<file path="config.mk">
export PLATFORM = sky130hd
export DESIGN_NAME = fir_ctrl
export DESIGN_NICKNAME = d
export VERILOG_FILES = /design/src/rtl/fir_ctrl.sv
export SDC_FILE = /design/constraint.sdc
export NUM_CORES = 1
export LEC_CHECK = 0
export CAP_MARGIN = 20
export CORE_AREA = 3 3 171 173
export DETAILED_ROUTE_END_ITERATION = 10
export DIE_AREA = 0 0 174 176
export PLACE_DENSITY_LB_ADDON = 0.05
export SYNTH_ARGS = -nofsm -noshare
export SYNTH_HDL_FRONTEND = slang
export SYNTH_SLANG_ARGS = --single-unit
</file>
<file path="constraint.sdc">
create_clock -name clk -period 7.15 [get_ports clk]
set_input_delay 0.715 -clock clk [delete_from_list [all_inputs] [get_ports clk]]
set_output_delay 0.715 -clock clk [all_outputs]
set_load 0.01 [all_outputs]
</file>
<file path="src/rtl/fir_ctrl.sv">
// fir_ctrl: sequencer and stream adapter in front of a TAPS-tap FIR datapath.
// Loads coefficients, flushes history with zeros, streams samples and buffers results.
//
// Ports:
//   clk, reset          clock, synchronous active-high reset
//   cfg_start           pulse: begin a coefficient reload (honoured in IDLE and RUN)
//   cfg_busy            high in DRAIN, LOAD or FLUSH
//   coef_loaded         high in RUN
//   coef_valid/ready    coefficient handshake, coef_data word 0 becomes tap 0
//   in_valid/ready      sample handshake, in_data is the sample
//   out_valid/ready     result handshake, out_data is the result FIFO head
//   fir_control         0 = coefficient shift, 1 = sample shift
//   fir_enable          one-cycle strobe per coefficient/sample/flush word
//   fir_b, fir_x        coefficient and sample words to the FIR
//   fir_data_out        FIR result, captured 3 cycles after sample acceptance
module fir_ctrl #(
    parameter int DATA_WIDTH = 32,
    parameter int TAPS       = 9,
    parameter int FIFO_DEPTH = 4
) (
    input  logic                  clk,
    input  logic                  reset,
    input  logic                  cfg_start,
    output logic                  cfg_busy,
    output logic                  coef_loaded,
    input  logic                  coef_valid,
    input  logic [DATA_WIDTH-1:0] coef_data,
    output logic                  coef_ready,
    input  logic                  in_valid,
    input  logic [DATA_WIDTH-1:0] in_data,
    output logic                  in_ready,
    output logic                  out_valid,
    output logic [DATA_WIDTH-1:0] out_data,
    input  logic                  out_ready,
    output logic                  fir_control,
    output logic                  fir_enable,
    output logic [DATA_WIDTH-1:0] fir_b,
    output logic [DATA_WIDTH-1:0] fir_x,
    input  logic [DATA_WIDTH-1:0] fir_data_out
);

    localparam int KW = $clog2(TAPS + 1);
    localparam int AW = $clog2(FIFO_DEPTH);
    localparam int CW = $clog2(FIFO_DEPTH + 1);
    localparam int OW = CW + 1;

    typedef enum logic [2:0] {
        IDLE,
        DRAIN,
        LOAD,
        FLUSH,
        RUN
    } state_t;

    state_t state;
    state_t state_next;

    logic [KW-1:0]         coef_cnt;
    logic [KW-1:0]         flush_cnt;
    logic [2:0]            tag;
    logic [1:0]            inflight;
    logic [DATA_WIDTH-1:0] mem [FIFO_DEPTH];
    logic [AW-1:0]         wr_ptr;
    logic [AW-1:0]         rd_ptr;
    logic [CW-1:0]         fifo_count;
    logic [OW-1:0]         occupancy;
    logic                  push;
    logic                  pop;
    logic                  coef_hs;
    logic                  sample_hs;
    logic                  credit_ok;

    logic                  en_d;
    logic                  ctl_d;
    logic [DATA_WIDTH-1:0] b_d;
    logic [DATA_WIDTH-1:0] x_d;

    // Tags ride alongside the FIR pipeline; leaving stage 2 means the
    // FIR output now belongs to that sample.
    assign inflight = 2'(tag[0]) + 2'(tag[1]) + 2'(tag[2]);
    assign push     = tag[2];

    assign out_valid = (fifo_count != '0);
    assign pop       = out_valid & out_ready;
    assign out_data  = mem[rd_ptr];

    // The head leaving this cycle frees its slot, which is what lets a
    // 4-deep FIFO sustain one sample per cycle behind a 3-stage pipeline.
    assign occupancy = OW'(fifo_count) + OW'(inflight);
    assign credit_ok = (occupancy - OW'(pop)) < OW'(FIFO_DEPTH);

    assign cfg_busy    = (state == DRAIN) | (state == LOAD) | (state == FLUSH);
    assign coef_loaded = (state == RUN);
    assign coef_ready  = (state == LOAD);
    assign in_ready    = (state == RUN) & credit_ok & ~cfg_start;

    assign coef_hs   = coef_valid & coef_ready;
    assign sample_hs = in_valid & in_ready;

    always_ff @(posedge clk) begin
        if (reset) begin
            state <= IDLE;
        end else begin
            state <= state_next;
        end
    end

    always_comb begin
        state_next = state;
        unique case (state)
            IDLE: begin
                if (cfg_start) state_next = DRAIN;
            end
            DRAIN: begin
                if (inflight == 2'd0) state_next = LOAD;
            end
            LOAD: begin
                if (coef_hs && coef_cnt == KW'(TAPS - 1)) state_next = FLUSH;
            end
            FLUSH: begin
                if (flush_cnt == KW'(TAPS - 1)) state_next = RUN;
            end
            RUN: begin
                if (cfg_start) state_next = DRAIN;
            end
            default: state_next = IDLE;
        endcase
    end

    always_ff @(posedge clk) begin
        if (reset) begin
            coef_cnt  <= '0;
            flush_cnt <= '0;
        end else begin
            if (state != LOAD && state_next == LOAD) begin
                coef_cnt <= '0;
            end else if (coef_hs) begin
                coef_cnt <= coef_cnt + KW'(1);
            end
            if (state != FLUSH && state_next == FLUSH) begin
                flush_cnt <= '0;
            end else if (state == FLUSH) begin
                flush_cnt <= flush_cnt + KW'(1);
            end
        end
    end

    always_ff @(posedge clk) begin
        if (reset) begin
            tag <= '0;
        end else begin
            tag <= {tag[1:0], sample_hs};
        end
    end

    // FIR drive: enable is a one-cycle strobe, the data fields hold.
    always_comb begin
        en_d  = 1'b0;
        ctl_d = fir_control;
        b_d   = fir_b;
        x_d   = fir_x;
        if (coef_hs) begin
            en_d  = 1'b1;
            ctl_d = 1'b0;
            b_d   = coef_data;
        end else if (state == FLUSH) begin
            en_d  = 1'b1;
            ctl_d = 1'b1;
            x_d   = '0;
        end else if (sample_hs) begin
            en_d  = 1'b1;
            ctl_d = 1'b1;
            x_d   = in_data;
        end
    end

    always_ff @(posedge clk) begin
        if (reset) begin
            fir_enable  <= 1'b0;
            fir_control <= 1'b0;
            fir_b       <= '0;
            fir_x       <= '0;
        end else begin
            fir_enable  <= en_d;
            fir_control <= ctl_d;
            fir_b       <= b_d;
            fir_x       <= x_d;
        end
    end

    always_ff @(posedge clk) begin
        if (!reset && push) begin
            mem[wr_ptr] <= fir_data_out;
        end
    end

    always_ff @(posedge clk) begin
        if (reset) begin
            wr_ptr     <= '0;
            rd_ptr     <= '0;
            fifo_count <= '0;
        end else begin
            if (push) begin
                wr_ptr <= (wr_ptr == AW'(FIFO_DEPTH - 1)) ? '0 : wr_ptr + AW'(1);
            end
            if (pop) begin
                rd_ptr <= (rd_ptr == AW'(FIFO_DEPTH - 1)) ? '0 : rd_ptr + AW'(1);
            end
            unique case ({push, pop})
                2'b10:   fifo_count <= fifo_count + CW'(1);
                2'b01:   fifo_count <= fifo_count - CW'(1);
                default: fifo_count <= fifo_count;
            endcase
        end
    end

endmodule

</file>
==> Word-level counts from Yosys, hierarchy flattened <==
Memories as Yosys holds them, arrays and structs flattened. A register that Yosys moved wholly into a read port is not among the register bits.
Index checks and enable logic that the tools add are counted.
{ "word_totals": {"ram_bits": 128, "mem_count": 1, "reg_bits": 87, "in_bits": 102} }
{ "memory_table": {"columns": ["name", "depth", "width", "rd", "rd_clocked_by_memory_dff", "write_ports", "line_no", "source"], "rows": [
  ["mem", 4, 32, 1, 1, 1, "62", "logic [DATA_WIDTH-1:0] mem [FIFO_DEPTH];"]
]} }
{ "op_classes": {"n_mux": 19, "n_reduce_logical": 15, "n_lt_le_gt_ge": 1, "bitwise": 9, "n_eq_ne": 14, "addsub": 10} }
{ "ops": {"columns": ["op", "n"], "rows": [
  ["$mux 32", 2],
  ["$eq 3x2->1 const B", 4],
  ["$mux 3", 4],
  ["$pmux 3 s4", 1],
  ["$add 4x1->4 const B", 2],
  ["$eq 4x4->1 const B", 2],
  ["$mux 2", 4],
  ["$reduce_or 2->1", 4],
  ["$mux 1", 7],
  ["$eq 2x2->1 const B", 3],
  ["$ne 3x2->1 const B", 2],
  ["$pmux 3 s2", 1],
  ["$and 1x1->1", 5],
  ["$add 2x1->2 const B", 2],
  ["$add 3x2->4", 1],
  ["$logic_and 1x1->1", 4],
  ["$lt 4x3->1 const B", 1],
  ["$reduce_bool 2->1", 2],
  ["$sub 4x1->4", 1],
  ["$add 3x1->3 const B", 1],
  ["$eq 3x1->1 const B", 1],
  ["$eq 3x3->1 const B", 1],
  ["$logic_not 3->1", 1],
  ["$reduce_bool 3->1", 1],
  ["9 further kinds", 11]
]} }

==> Longest topological paths before layout <==
Gate-level depths: netlist of run 1.
{ "depth": {"depth_word": 11, "ltp_mapped": 12} }

==> Least setup slack after synthesis of run 1 <==
Ideal clock, no wire load.
{ "synth_path": {"path_kind": "reg2out", "startpoint": "register tag[2]", "endpoint": "output in_ready", "path_slack_ps": 4324, "t_arrival_ps": 2111, "stages_incl_launch_ff": 9, "path_cell_list": "dfxtp_1 > inv_1 > fa_1 > ha_1 > inv_1 > ha_1 > nor3b_2 > o211a_1 > o31a_2"} }
{ "synth_between": {"elab_chain_len": 6} }
{ "synth_rtl": {"columns": ["element", "line_no", "source"], "rows": [
  ["start: declaration", "60", "logic [2:0] tag;"],
  ["start signal: assignment", "152", "tag <= {tag[1:0], sample_hs};"],
  ["$add 2x1->2", "80", "assign inflight = 2'(tag[0]) + 2'(tag[1]) + 2'(tag[2]);"],
  ["$add 3x2->4", "89", "assign occupancy = OW'(fifo_count) + OW'(inflight);"],
  ["$sub 4x1->4", "90", "assign credit_ok = (occupancy - OW'(pop)) < OW'(FIFO_DEPTH);"],
  ["$lt 4x3->1", "90", null],
  ["$and 1x1->1 (2 in series)", "95", "assign in_ready = (state == RUN) & credit_ok & ~cfg_start;"],
  ["end: declaration", "31", "output logic in_ready,"]
]} }
No other way between the ends.

==> Final worst setup path of run 1 <==
Same ends and word-level chain as after synthesis.

==> metrics.csv, run 1 <==
metric;value;unit
outcome;completed;
ctsHtreeMaxLevel;1;
fin_crit_sh;0.5675;
fin_nets;914;
grt.overflow.total;0;
finalHoldViolations;0;
drc;0;
rows;61;
core_area;27780;µm²
cp.required;6.43;ns
die_area;30620;µm²
post-route-min-period;4.057;ns
syn_inst;591;
grtUsageMet1;0.1465;
finalWorstSetupSlack;3.093;ns
port_buffers;204;
grt_usage;0.1259;
clk_pin_slew;0.06;ns
layout-drive-gt1-share;0.1093;
synthTopCellsByArea;edfxtp_1, dfxtp_1, mux4_2;
ys_seq_area_frac;0.6772;
leakage;3.751;nW
cp_max_fo;6;
grt_pass1_vias;5696;
fp.dieH;176;µm
via_per_inst;4.398;
synth.net_count;709;
clock_latency;0.50;ns
rr_endpoint;fir_enable$_SDFF_PP0_;
finalSetupViolations;0;
start_util;0.2990;
grt.met2_usage;0.2301;
relSlewSlack;0.3589;
clock_skew;0.01125;ns
arrival;3.34;ns
async_flop_share;0;
layout_common_cells;clkdlybuf4s50_1, nand2_1, edfxtp_1, dfxtp_1, a21oi_1;
cts_tree;yes;
drv_slew;0;
ir_drop;0.0001344;V
gp_routability_congestion;0.7066;
synth.avg_cell_area;14.06;µm²
min_to;fir_b[8]$_SDFFE_PP0P_;
post_cts_buffers;0;
hold_depth;2;
antenna_left;0;
hp-start;fir_b[8]$_SDFFE_PP0P_;
globalRouteMet3Util;0.03161;
worstReg2RegStart;tag[2]$_SDFF_PP0_;
synth.ff_latch_count;217;
r2r_cells;10;
io_pins;205;
end_kind;output port;
area_delta_synth_final;37.96;%
cts_root_buf;clkbuf_16;
cts_resized;0;
synth-edff-count;128;
rsz0062_at_grt;false;
diodes;0;
grt_pass1_wl;30.85;mm
p_per_area;230.3;nW/µm²
worst_slew_pin_slew;0.9616;ns
wirelength;19.61;mm
synth_area;8307;µm²
r2r_slack;4.06;ns
max_freq;0.2465;GHz
grt_max_degree;65;
placedCellCount;1146;
drtPass1Iterations;4;
clockBufferDepth;3;
synth_top_cell_area_share;0.4627;
ys.flop_type;edfxtp_1;
synth_top_cell_by_area;edfxtp_1;
clock-sinks;217;
crit_path_start_kind;register;
wl_per_cell;16.45;µm
yosys_warnings;0;
fin_cells;1192;
antenna_found_initial;0;
critical_path_class;reg2out;
fin_util;0.4125;
cts_made_buffers;25;
final_common_cell;clkdlybuf4s50_1;
die_w;174;µm
tns;0;ns
hpwl;12.56;mm
dr.first_iter.drc_count;199;
cts_hold_buf;0;
ys_types;43;
max_cap_violations;0;
place_ws;3.317;ns
vias;5243;
p_total;2.639;mW
grt_most_used_layer;met2;
hold_class;reg2reg;
[cells in the mapped netlist, types with 2 or more instances]
library cell and count:
o31a_2 2, or3_1 3, inv_1 18, nand2_1 143, buf_2 9, ha_1 14
buf_1 2, a21oi_1 41, clkbuf_1 14, nand4_1 2, fa_1 2, mux2i_1 33
mux4_2 32, nor2_1 18, xor2_1 6, and3_1 4, edfxtp_1 128, o21ai_0 2
dfxtp_1 89, and2_1 2, buf_12 3, and3b_1 3
[metal layers]
layer	share of wire	vias up	routed length [µm]
met3	0.058	28	1133
met4	0.020	0	392
met5	0	-	0
met1	0.41	2562	7977
li1	-	2522	-
met2	0.52	131	10110
[cells by family after synthesis]
group | after synthesis | synth area share
buf+inv | 49 | 0.03073
flops | 217 | 0.6772
mux | 65 | 0.1265
fa+ha+maj | 16 | 0.02591
simple gates | 186 | 0.09715
compound gates | 51 | 0.03510
xor+xnor | 7 | 0.007381
[critical path, stage by stage (launching register included)]
cell and delay [ns]:
dfxtp_1 0.41, inv_1 0.12, fa_1 0.42, ha_1 0.29, inv_1 0.04, ha_1 0.26, nor3b_2 0.17, nor4b_1 0.36
o31a_2 0.21, clkdlybuf4s50_1 0.57
[cell type report]
cell class                      count  area [µm²]
Clock buffer                       37       730.7
Clock inverter                      8       37.54
Fill cell                        2633       16320
Inverter                           19       71.32
Multi-Input combinational cell    325        2432
Sequential cell                   217        5628
Tap cell                          378       473.0
Timing Repair Buffer              208        2087
[report_power, final]
part           switching, mW  total (mW)  internal (mW)
logic                 0.0504       0.121         0.0703
clock network          0.482        1.18          0.702
registers            0.00535        1.33           1.33
total                  0.538        2.64           2.10
[stage by stage]
stage | area, µm² | hold WS [ns]
floorplan | 8307 | 0.4476
finish | 11460 | 0.4515
CTS | 11440 | 0.4543
global route | 11460 | 0.4727
global placement | 10660 | 0.4407
detailed placement | 10670 | 0.4463
[worst max-delay path by stage]
stage                                  from       end  cells after the start
after detailed placement          out_ready  in_ready                     10
after global placement            out_ready  in_ready                     10
after global routing      tag[2]$_SDFF_PP0_  in_ready                      9
after floorplan           tag[2]$_SDFF_PP0_  in_ready                      8
after CTS                 tag[2]$_SDFF_PP0_  in_ready                      9
final                     tag[2]$_SDFF_PP0_  in_ready                      9
[registers in the layout, summed over array words and instances, names as in the netlist, named ones only]
name and count:
coef_cnt 4, rd_ptr 2, fir_b 32, tag 3
fir_control 1, state 3, flush_cnt 4, fifo_count 3
fir_enable 1, fir_x 32, wr_ptr 2, mem 128
Note: power is estimated with default switching activity, not from simulation.
==> run 2, diff against run 1 <==
==> constraint.sdc (replaced) <==
create_clock -name clk -period 3.7 [get_ports clk]
set_input_delay 0.37 -clock clk [delete_from_list [all_inputs] [get_ports clk]]
set_output_delay 0.37 -clock clk [all_outputs]
set_load 0.01 [all_outputs]
==> run 2 against run 1 <==
Net effect:
- critical path depth unchanged
- sequential share of layout area down 0.19 points
- final cell count about the same
- first-iteration DRC count down 21%
- clock skew about the same
- global-route usage down 0.28 points
- final area up 0.38%
- wire length down 1.1%
- clock power up 100%
- die area unchanged
- register-to-register slack worse by 3.3 ns
- non-clock buffer count up 1
- critical path type unchanged
- highest routed layer unchanged
==> metrics.csv, run 2 (synthesis results as in run 1) <==
metric;value;unit
grt.overflow.total;0;
dr.first_iter.drc_count;158;
p_switching;1.042;mW
grt_pass1_vias;5702;
area_delta_synth_final;38.48;%
layout_common_cells;clkdlybuf4s50_1, nand2_1, edfxtp_1, dfxtp_1, a21oi_1;
max_cap_violations;0;
grt_max_degree;65;
relSlewSlack;0.3488;
cts_root_buf;clkbuf_16;
post-route-min-period;3.316;ns
drc;0;
port_buffers;204;
start_util;0.2990;
wl_per_cell;16.27;µm
clock-sinks;217;
arrival;2.95;ns
vias;5295;
p_comb_frac;0.045;
largest-register;mem;
finalHoldViolations;0;
antenna_left;0;
clock_latency;0.51;ns
ctsHtreeMaxLevel;1;
crit_path_start_kind;register;
die_area;30620;µm²
hold_class;in2reg;
post_cts_buffers;0;
antenna_found_initial;0;
internal-power;4.150;mW
cts_hold_buf;0;
hpwl;12.57;mm
core_area;27780;µm²
drtPass1Iterations;4;
drv_slew;0;
fin_cells;1193;
largest_register_ffs;128;
power.share.clock;0.459;
rsz0062_at_grt;false;
wirelength;19.41;mm
p_per_area;451.3;nW/µm²
max_freq;0.3016;GHz
fin_crit_sh;0.8962;
end_kind;output port;
layout-drive-gt1-share;0.1092;
diodes;0;
via_per_inst;4.438;
gp_routability_congestion;0.7001;
die_w;174;µm
cp.required;3.33;ns
finalSetupViolations;0;
clockBufferDepth;3;
grt_usage;0.1231;
cts_tree;yes;
placedCellCount;1148;
fp.dieH;176;µm
fin_nets;915;
clk_pin_slew;0.06;ns
p_sw_frac;0.2007;
tns;0;ns
grt_pass1_wl;30.19;mm
cts_made_buffers;25;
leakage;3.775;nW
final_common_cell;clkdlybuf4s50_1;
clock_skew;0.01100;ns
reg_top3;mem: 128 flops, fir_b: 32 flops, fir_x: 32 flops;
outcome;completed;
seq_power_share;0.497;
io_pins;205;
ir_drop;0.0002583;V
cp_max_fo;6;
rows;61;
worst_slew_pin_slew;0.9767;ns
cts_resized;1;
critical_path_class;reg2out;
==> run 2: path summary, 6_finish.rpt <==
| kind | cells past startpoint | slack (ns) | endpoint | start |
|---|---|---|---|---|
| hold reg to reg | 2 | 0.45 | fir_b[25]$_SDFFE_PP0P_ | fir_b[25]$_SDFFE_PP0P_ |
| setup / recovery | 9 | 0.38 | in_ready | tag[2]$_SDFF_PP0_ |
| hold / removal | 3 | 0.28 | fir_control$_SDFFE_PP0P_ | reset |
| setup reg to reg | 10 | 0.72 | fir_enable$_SDFF_PP0_ | tag[2]$_SDFF_PP0_ |
==> run 2: worst max-delay path, stage by stage (launching register included) <==
cell	delay, ns
dfxtp_1	0.40
inv_1	0.12
fa_1	0.41
ha_1	0.29
inv_1	0.04
ha_1	0.26
nor3b_2	0.18
o211a_1	0.22
o31a_2	0.32
dlymetal6s2s_1	0.21
==> run 2: power groups by stage <==
| stage | clock [mW] | sequential (mW) | combinational [mW] |
|---|---|---|---|
| floorplan | 0 | 2.63 | 0.0642 |
| global placement | 0 | 2.63 | 0.227 |
| detailed placement | 0 | 2.63 | 0.234 |
| CTS | 2.48 | 2.58 | 0.236 |
| global route | 2.56 | 2.58 | 0.253 |
| finish | 2.38 | 2.58 | 0.232 |
==> run 2: per-stage QoR <==
stage / instance area [µm²] / power, mW / hold slack [ns] / setup slack, ns / utilization
6_report: 11500 / 5.191 / 0.2847 / 0.3840 / 0.4141
5_1_grt: 11500 / 5.394 / 0.2864 / 0.2387 / 0.4141
4_1_cts: 11490 / 5.290 / 0.2611 / 0.002253 / 0.4138
3_5_place_dp: 10700 / 2.864 / 0.4470 / 0.4848 / 0.3851
3_3_place_gp: 10680 / 2.855 / 0.4399 / 0.5567 / 0.3846
2_1_floorplan: 8307 / 2.698 / 0.4476 / 1.011 / -
==> run 2: layer usage <==
| layer | vias up | global-route usage | wire [µm] |
|---|---|---|---|
| met5 | - | 0 | 0 |
| met1 | 2588 | 0.1400 | 7794 |
| met3 | 32 | 0.02925 | 1089 |
| li1 | 2527 | - | - |
| met2 | 148 | 0.2304 | 10100 |
| met4 | 0 | 0.03385 | 423 |
==> run 2: area by class of cell <==
cell class / count / area, µm²
sequential: 217 / 5628
clock buffer: 32 / 651.9
clock inverter: 13 / 137.6
multi-input combinational: 325 / 2445
tap: 378 / 473.0
fill: 2588 / 16280
timing repair buffer: 209 / 2097
inverter: 19 / 71.32
==> run 3, diff against run 2 <==
--- a/config.mk
+++ b/config.mk
@@ -9,7 +9,6 @@
 export CORE_AREA = 3 3 171 173
 export DETAILED_ROUTE_END_ITERATION = 10
 export DIE_AREA = 0 0 174 176
-export PLACE_DENSITY_LB_ADDON = 0.05
 export SYNTH_ARGS = -nofsm -noshare
 export SYNTH_HDL_FRONTEND = slang
 export SYNTH_SLANG_ARGS = --single-unit
==> run 3 against run 2 <==
Net effect:
- utilization fell by 0.072 points
- flip-flop and latch count did not move
- register-to-register slack got worse by 0.07 ns
- maximum frequency rose by 0.75%
- hold slack improved by 0.026 ns
- final area fell by 0.17%
- first-iteration DRC count rose by 32%
- final cell count barely moved
- clock power fell by 3%
- wire length fell by 5.6%
- via count fell by 1.6%
==> metrics.csv, run 3 (synthesis results as in run 1) <==
metric;value;unit
finalSetupViolations;0;
rsz0062_at_grt;false;
post-route-min-period;3.291;ns
final_common_cell;clkdlybuf4s50_1;
finalHoldViolations;0;
ctsHtreeMaxLevel;1;
vias;5212;
clockBufferDepth;3;
fp.dieH;176;µm
internal-power;4.080;mW
clock-sinks;217;
p_total;5.107;mW
p_comb_frac;0.045;
dr.first_iter.drc_count;209;
p_per_area;444.7;nW/µm²
antenna_left;0;
hp-start;reset;
antenna_found_initial;0;
cts_tree;yes;
wl_per_cell;15.37;µm
clk_pin_slew;0.06;ns
grt_pass1_vias;5332;
hold_class;in2reg;
grt_usage;0.1158;
hold_depth;3;
worstReg2RegStart;tag[2]$_SDFF_PP0_;
fin_crit_sh;0.8896;
rows;61;
power.share.clock;0.450;
arrival;2.92;ns
layout_common_cells;clkdlybuf4s50_1, nand2_1, edfxtp_1, dfxtp_1, a21oi_1;
area_delta_synth_final;38.24;%
grt_pass1_wl;28.81;mm
gp_routability_congestion;0.7130;
layout-drive-gt1-share;0.1081;
max_cap_violations;0;
leakage;3.753;nW
largest-register;mem;
worst_slew_pin_slew;0.9198;ns
drv_slew;0;
drc;0;
cts_root_buf;clkbuf_16;
p_sw_frac;0.2011;
seq_power_share;0.505;
grt_max_degree;65;
relSlewSlack;0.3868;
cp.required;3.33;ns
wirelength;18.32;mm
clock_latency;0.50;ns
tns;0;ns
die_w;174;µm
crit_path_start_kind;register;
core_area;27780;µm²
clock_skew;0.007915;ns
r2r_cells;10;
max_freq;0.3038;GHz
largest_register_ffs;128;
drtPass1Iterations;4;
outcome;completed;
cts_made_buffers;25;
ir_drop;0.0002281;V
startpoint;tag[2]$_SDFF_PP0_;
grt.overflow.total;0;
via_per_inst;4.372;
hpwl;11.45;mm
reg_top3;mem: 128 flops, fir_b: 32 flops, fir_x: 32 flops;
port_buffers;204;
p_switching;1.027;mW
fin_nets;915;
cp_max_fo;6;
io_pins;205;
critical_path_class;reg2out;
start_util;0.2990;
die_area;30620;µm²
end_kind;output port;
diodes;0;
-- run 3: cell count changes in the layout (fill, tap and decap cells not counted), sizes merged --
cell and change:
bufinv -1, clkinvlp +2, clkinv -2
-- run 3: area by class of cell --
cell class / count / area [µm²]
flip-flops and latches: 217 / 5628
fillers: 2624 / 16300
clock inverters: 12 / 112.6
multi-input cells: 325 / 2445
well taps: 378 / 473.0
inverters: 19 / 71.32
repair buffers: 209 / 2102
clock buffers: 32 / 651.9
-- run 3: layer usage --
layer,vias up,wire length (µm),track usage
li1,2523,-,-
met1,2487,7897,0.1447
met2,178,8359,0.1884
met3,24,1810,0.04753
met4,0,254,0.02782
met5,-,0,0
-- run 3: power by group through the flow --
stage / Clock (mW) / Sequential [mW] / Combinational, mW
2_1_floorplan: 0 / 2.63 / 0.0642
3_3_place_gp: 0 / 2.63 / 0.233
3_5_place_dp: 0 / 2.63 / 0.235
6_report: 2.30 / 2.58 / 0.232
4_1_cts: 2.39 / 2.58 / 0.236
5_1_grt: 2.49 / 2.58 / 0.254
-- run 3: repair_timing --
action                                  CTS  global route
gates resized for setup                   0             3
hold buffers                              0             0
endpoints found under the setup margin    0             1
buffers inserted                          0             0
-- run 3: final timing paths --
check             slack (ns)                      to
setup / recovery        0.41                in_ready
hold / removal          0.31   fir_enable$_SDFF_PP0_
setup reg to reg        0.65  fir_x[31]$_SDFFE_PP0P_
hold reg to reg         0.45  fir_x[15]$_SDFFE_PP0P_
-- run 3: metrics by stage --
stage,cell area (µm²),setup WS (ns),utilization,hold slack [ns],std cells
6_report,11480,0.4086,0.4133,0.3107,1192
5_1_grt,11480,0.2279,0.4133,0.3192,1192
4_1_cts,11470,0.01787,0.4128,0.2940,1192
3_5_place_dp,10700,0.5342,0.3853,0.4480,1148
3_3_place_gp,10700,0.5911,0.3853,0.4406,1148
2_1_floorplan,8307,1.011,-,0.4476,591
-- run 3: worst max-delay path: stages (launching register included) --
cell and delay [ns]:
dfxtp_1 0.40, inv_1 0.12, fa_1 0.40, ha_1 0.28, inv_1 0.04, ha_1 0.28
nor3b_2 0.18, o211a_1 0.22, o31a_2 0.31, dlymetal6s2s_1 0.19
